[src/rtl/lfsr12_core.sv]
// lfsr12_core: 12-bit maximal-length Fibonacci LFSR (x^12+x^6+x^4+x+1) with seed load, enable, period tracking and lock-up recovery
//   clk, reset      : clock, synchronous active-high reset
//   en, load        : advance one step / load seed_in (load wins over en)
//   seed_in         : seed for load; zero is replaced by 12'h001 with a lockup pulse
//   q, serial_out   : registered state word, serial bit q[11]
//   step_cnt        : enabled steps since last reset/load, wraps to 0 when the seed recurs
//   period_done     : one-cycle pulse when the state returns to the active seed
//   lockup          : one-cycle pulse when an all-zero state or seed was replaced
module lfsr12_core #(
    parameter int               WIDTH      = 12,
    parameter logic [WIDTH-1:0] RESET_SEED = 12'h001
) (
    input  logic             clk,
    input  logic             reset,
    input  logic             en,
    input  logic             load,
    input  logic [WIDTH-1:0] seed_in,
    output logic [WIDTH-1:0] q,
    output logic             serial_out,
    output logic [WIDTH-1:0] step_cnt,
    output logic             period_done,
    output logic             lockup
);
    typedef enum logic {RUN, RECOVER} state_t;
    localparam logic [WIDTH-1:0] ONE = {{(WIDTH-1){1'b0}}, 1'b1};
    state_t           state_q, state_d;
    logic [WIDTH-1:0] lfsr_q, lfsr_d, seed_q, seed_d, cnt_q, cnt_d, nxt;
    logic             pd_q, pd_d, lk_q, lk_d, fb;
    assign fb  = lfsr_q[11] ^ lfsr_q[5] ^ lfsr_q[3] ^ lfsr_q[0];
    assign nxt = {lfsr_q[WIDTH-2:0], fb};
    always_comb begin
        state_d = state_q;
        lfsr_d  = lfsr_q;
        seed_d  = seed_q;
        cnt_d   = cnt_q;
        pd_d    = 1'b0;
        lk_d    = 1'b0;
        if (state_q == RECOVER) begin
            lfsr_d  = seed_q;
            cnt_d   = '0;
            lk_d    = 1'b1;
            state_d = RUN;
        end else if (lfsr_q == '0) begin
            // all-zero is a dead state of the LFSR; freeze this edge and restore the seed on the next
            state_d = RECOVER;
        end else if (load) begin
            lfsr_d = (seed_in == '0) ? ONE : seed_in;
            seed_d = (seed_in == '0) ? ONE : seed_in;
            lk_d   = (seed_in == '0);
            cnt_d  = '0;
        end else if (en) begin
            lfsr_d = nxt;
            pd_d   = (nxt == seed_q);
            cnt_d  = (nxt == seed_q) ? '0 : cnt_q + WIDTH'(1);
        end
    end
    always_ff @(posedge clk) begin
        if (reset) begin
            state_q <= RUN;
            lfsr_q  <= RESET_SEED;
            seed_q  <= RESET_SEED;
            cnt_q   <= '0;
            pd_q    <= 1'b0;
            lk_q    <= 1'b0;
        end else begin
            state_q <= state_d;
            lfsr_q  <= lfsr_d;
            seed_q  <= seed_d;
            cnt_q   <= cnt_d;
            pd_q    <= pd_d;
            lk_q    <= lk_d;
        end
    end
    assign q           = lfsr_q;
    assign serial_out  = lfsr_q[WIDTH-1];
    assign step_cnt    = cnt_q;
    assign period_done = pd_q;
    assign lockup      = lk_q;
endmodule

[config.mk]
export PLATFORM = sky130hd
export DESIGN_NAME = lfsr12_core
export DESIGN_NICKNAME = d
export VERILOG_FILES = /design/src/rtl/lfsr12_core.sv
export SDC_FILE = /design/constraint.sdc
export NUM_CORES = 1
export LEC_CHECK = 0
export CAP_MARGIN = 20
export CORE_MARGIN = 8
export CORE_UTILIZATION = 51
export DETAILED_ROUTE_END_ITERATION = 10
export GPL_ROUTABILITY_DRIVEN = 0
export PLACE_DENSITY = 0.77
export RECOVER_POWER = 25
export SETUP_SLACK_MARGIN = 0.3
export SYNTH_ARGS = -nofsm -noshare
export SYNTH_HDL_FRONTEND = slang
export SYNTH_SLANG_ARGS = --single-unit
[constraint.sdc]
create_clock -name clk -period 2.7 [get_ports clk]
set_clock_uncertainty 0.2 [all_clocks]
set_input_delay 0.54 -clock clk [delete_from_list [all_inputs] [get_ports clk]]
set_output_delay 0.54 -clock clk [all_outputs]
set_load 0.02 [all_outputs]
==> flow_metrics.env <==
export IMPL_cts_tree="yes"
export IMPL_start_kind="register"
export IMPL_ys_seq_area_frac=0.364
export IMPL_crit_slowest_cell="nor4_1"
export IMPL_synth_area_per_cell_um2=8.49
export IMPL_regToRegSetupSlack_ns=0.40
export IMPL_rsz0062_at_grt="false"
export IMPL_reg2reg_depth=5
export IMPL_cellPowerDensity_nw_per_um2=515
export IMPL_clock_root_buffer="clkbuf_8"
export IMPL_ctsHoldBuffers=0
export IMPL_setup_violations=0
export IMPL_outcome="complete, no violations"
export IMPL_totalWireLength_um=5450
export IMPL_syn_num_nets=270
export IMPL_wire_per_inst_um=15.9
export IMPL_post_cts_resized=0
export IMPL_async_reset_ff_frac=0
export IMPL_path_max_fanout=11
export IMPL_crit_family="simple AND/OR/NAND/NOR gates"
export IMPL_die_x_um=80.9
export IMPL_critPathBufInv=1
export IMPL_tns_ns=0
export IMPL_ys_types=43
export IMPL_drtIter0Drc=162
export IMPL_path_cells="nor4_1 -> a31o_1 -> buf_4 -> nand2_1 -> a31oi_1"
export IMPL_clock_path_buffers=2
export IMPL_ant_nets=0
export IMPL_p_leak_nw=1.06
export IMPL_holdPathStages=2
export IMPL_tightest_slew_ns=0.725
export IMPL_worstSetupPathType="reg2reg"
export IMPL_io_pins=43
export IMPL_fin_nets=309
export IMPL_drc=0
export IMPL_cts_sinks=39
export IMPL_grt_start_max_net_pins=26
export IMPL_htree_levels=2
export IMPL_clk_pin_slew_ns=0.08
export IMPL_finalCoreUtilization=0.666
export IMPL_dp_hpwl_um=3930
export IMPL_vias_per_cell=5.80
export IMPL_num_vias=1990
export IMPL_grt_pass1_vias=1845
export IMPL_gr_total_overflow=0
export IMPL_die_area_um2=6540
export IMPL_grt_usage=0.175
export IMPL_synth_seq_cells=39
export IMPL_synth_edf_count=0
export IMPL_ys_warn_count=0
export IMPL_crit_cells=5
export IMPL_final_cell_mix="nor2_1, clkdlybuf4s50_1, dfxtp_1, nand2_1"
export IMPL_port_buffers=42
export IMPL_cpPeakStageDelay_ns=0.68
export IMPL_die_h_um=80.9
export IMPL_syn_to_final_growth_pct=24.9
export IMPL_min_period_over_period=0.853
export IMPL_drv_slew=0
export IMPL_drtPass1Iterations=4
export IMPL_cp_required_ns=2.72
export IMPL_finalHoldViolCount=0
export IMPL_ys_flop_type="dfxtp_1"
export IMPL_insertion_delay_ns=0.29
export IMPL_core_um2=4030
export IMPL_grt_pass1_wl_um=9100
export IMPL_period_needed_ns=2.30
export IMPL_drive_above_1_share=0.0717
export IMPL_final_common_cell="nor2_1"
export IMPL_cts_buffers=5
export IMPL_ir_worst_vdd_v=0.000306
export IMPL_rows=23
export IMPL_diodes=0
export IMPL_critPathCaptureType="register"
export IMPL_antenna_found_initial=0
export IMPL_slew_headroom=0.513
export IMPL_post_cts_setup_buffers=0
export IMPL_syn_inst=253
export IMPL_cap_violations=0
export IMPL_cp_arrival_ns=2.32
export IMPL_initial_core_util=0.533
export IMPL_hold_path_class="reg2reg"
export IMPL_fmax_mhz=434
export IMPL_syn_area_um2=2150
[synth_stat cells (2+ instances only)]
cell type / number / share of area
nand4_1: 5 / 0.015
nor4_2: 3 / 0.017
a21oi_1: 8 / 0.019
nor3_1: 5 / 0.012
nor2_1: 42 / 0.073
nor3b_1: 2 / 0.0070
xnor2_1: 4 / 0.016
a211o_1: 4 / 0.016
a32oi_1: 4 / 0.016
a31oi_1: 4 / 0.012
nand3_1: 9 / 0.021
nor2b_1: 8 / 0.023
buf_2: 4 / 0.0093
mux2i_1: 15 / 0.070
dfxtp_1: 39 / 0.36
or2_2: 3 / 0.0087
a211oi_1: 7 / 0.024
nor4_1: 6 / 0.017
nand2_1: 22 / 0.038
nand4b_1: 2 / 0.0082
clkbuf_1: 9 / 0.016
buf_6: 3 / 0.016
inv_1: 5 / 0.0087
o31a_1: 7 / 0.029
xor2_1: 15 / 0.061
[final timing paths]
path,from,end
worst max register to register,q[0]$_SDFFE_PP1P_,step_cnt[3]$_SDFFE_PP0P_
worst max-delay path,q[0]$_SDFFE_PP1P_,step_cnt[3]$_SDFFE_PP0P_
worst min register to register,seed_q[10]$_SDFFE_PP0P_,q[10]$_SDFFE_PP0P_
worst min-delay path,seed_q[10]$_SDFFE_PP0P_,q[10]$_SDFFE_PP0P_
[power by group]
part | internal (W) | switching, W | total, W | leakage, nW
registers | 0.000606 | 0.0000458 | 0.000652 | 0.320
logic | 0.000149 | 0.000149 | 0.000298 | 0.686
clock network | 0.000233 | 0.000198 | 0.000431 | 0.0515
[logic make-up (layout without fill, tap and decap cells)]
kind of cell / Yosys count / count (layout) / share of synthesized area
flip-flops: 39 / 39 / 0.364
AND/OR/NAND/NOR: 113 / 113 / 0.269
XOR/XNOR: 20 / 20 / 0.0880
adder cells (fa/ha/maj): 1 / 1 / 0.00583
multiplexers: 15 / 15 / 0.0699
AO/OA/AOI/OAI: 43 / 43 / 0.150
buffers and inverters: 22 / 62 / 0.0530
[through the flow]
step	power, W	cells	hold WS (ns)	instance area (um^2)	worst slack, ns
3_3_place_gp	0.000963	335	0.278	2600	0.361
4_1_cts	0.00140	343	0.288	2700	0.485
3_5_place_dp	0.000966	335	0.278	2600	0.300
5_1_grt	0.00145	343	0.314	2680	0.247
6_report	0.00138	343	0.286	2680	0.396
2_1_floorplan	0.000853	253	0.256	2150	0.715
[cell type report]
class                           instances  area, um^2
Timing Repair Buffer                   49         478
Fill cell                             366        1350
Sequential cell                        39         781
Inverter                                5        18.8
Clock buffer                            8         100
Tap cell                               50        62.6
Multi-Input combinational cell        192        1240
[per-layer routing]
layer | part of all wire | GRT usage | up-vias
met5 | 0 | 0 | -
met3 | 0.068 | 0.0486 | 8
met1 | 0.47 | 0.230 | 940
met2 | 0.45 | 0.269 | 66
li1 | - | - | 976
met4 | 0.014 | 0.0589 | 0
[tightest hold or removal path, delay by kind of cell, from the launching register on]
family / cells / cell delay (ns)
AOI/OAI and AO/OA: 1 / 0.05
DFF: 1 / 0.33
and+or+nand+nor: 1 / 0.06
[flip-flops by register name (all words and copies together) (netlist names)]
name / cells
lockup: 1
step_cnt: 12
state_q: 1
period_done: 1
seed_q: 12
q: 12
(Power assumes the default switching activity.)
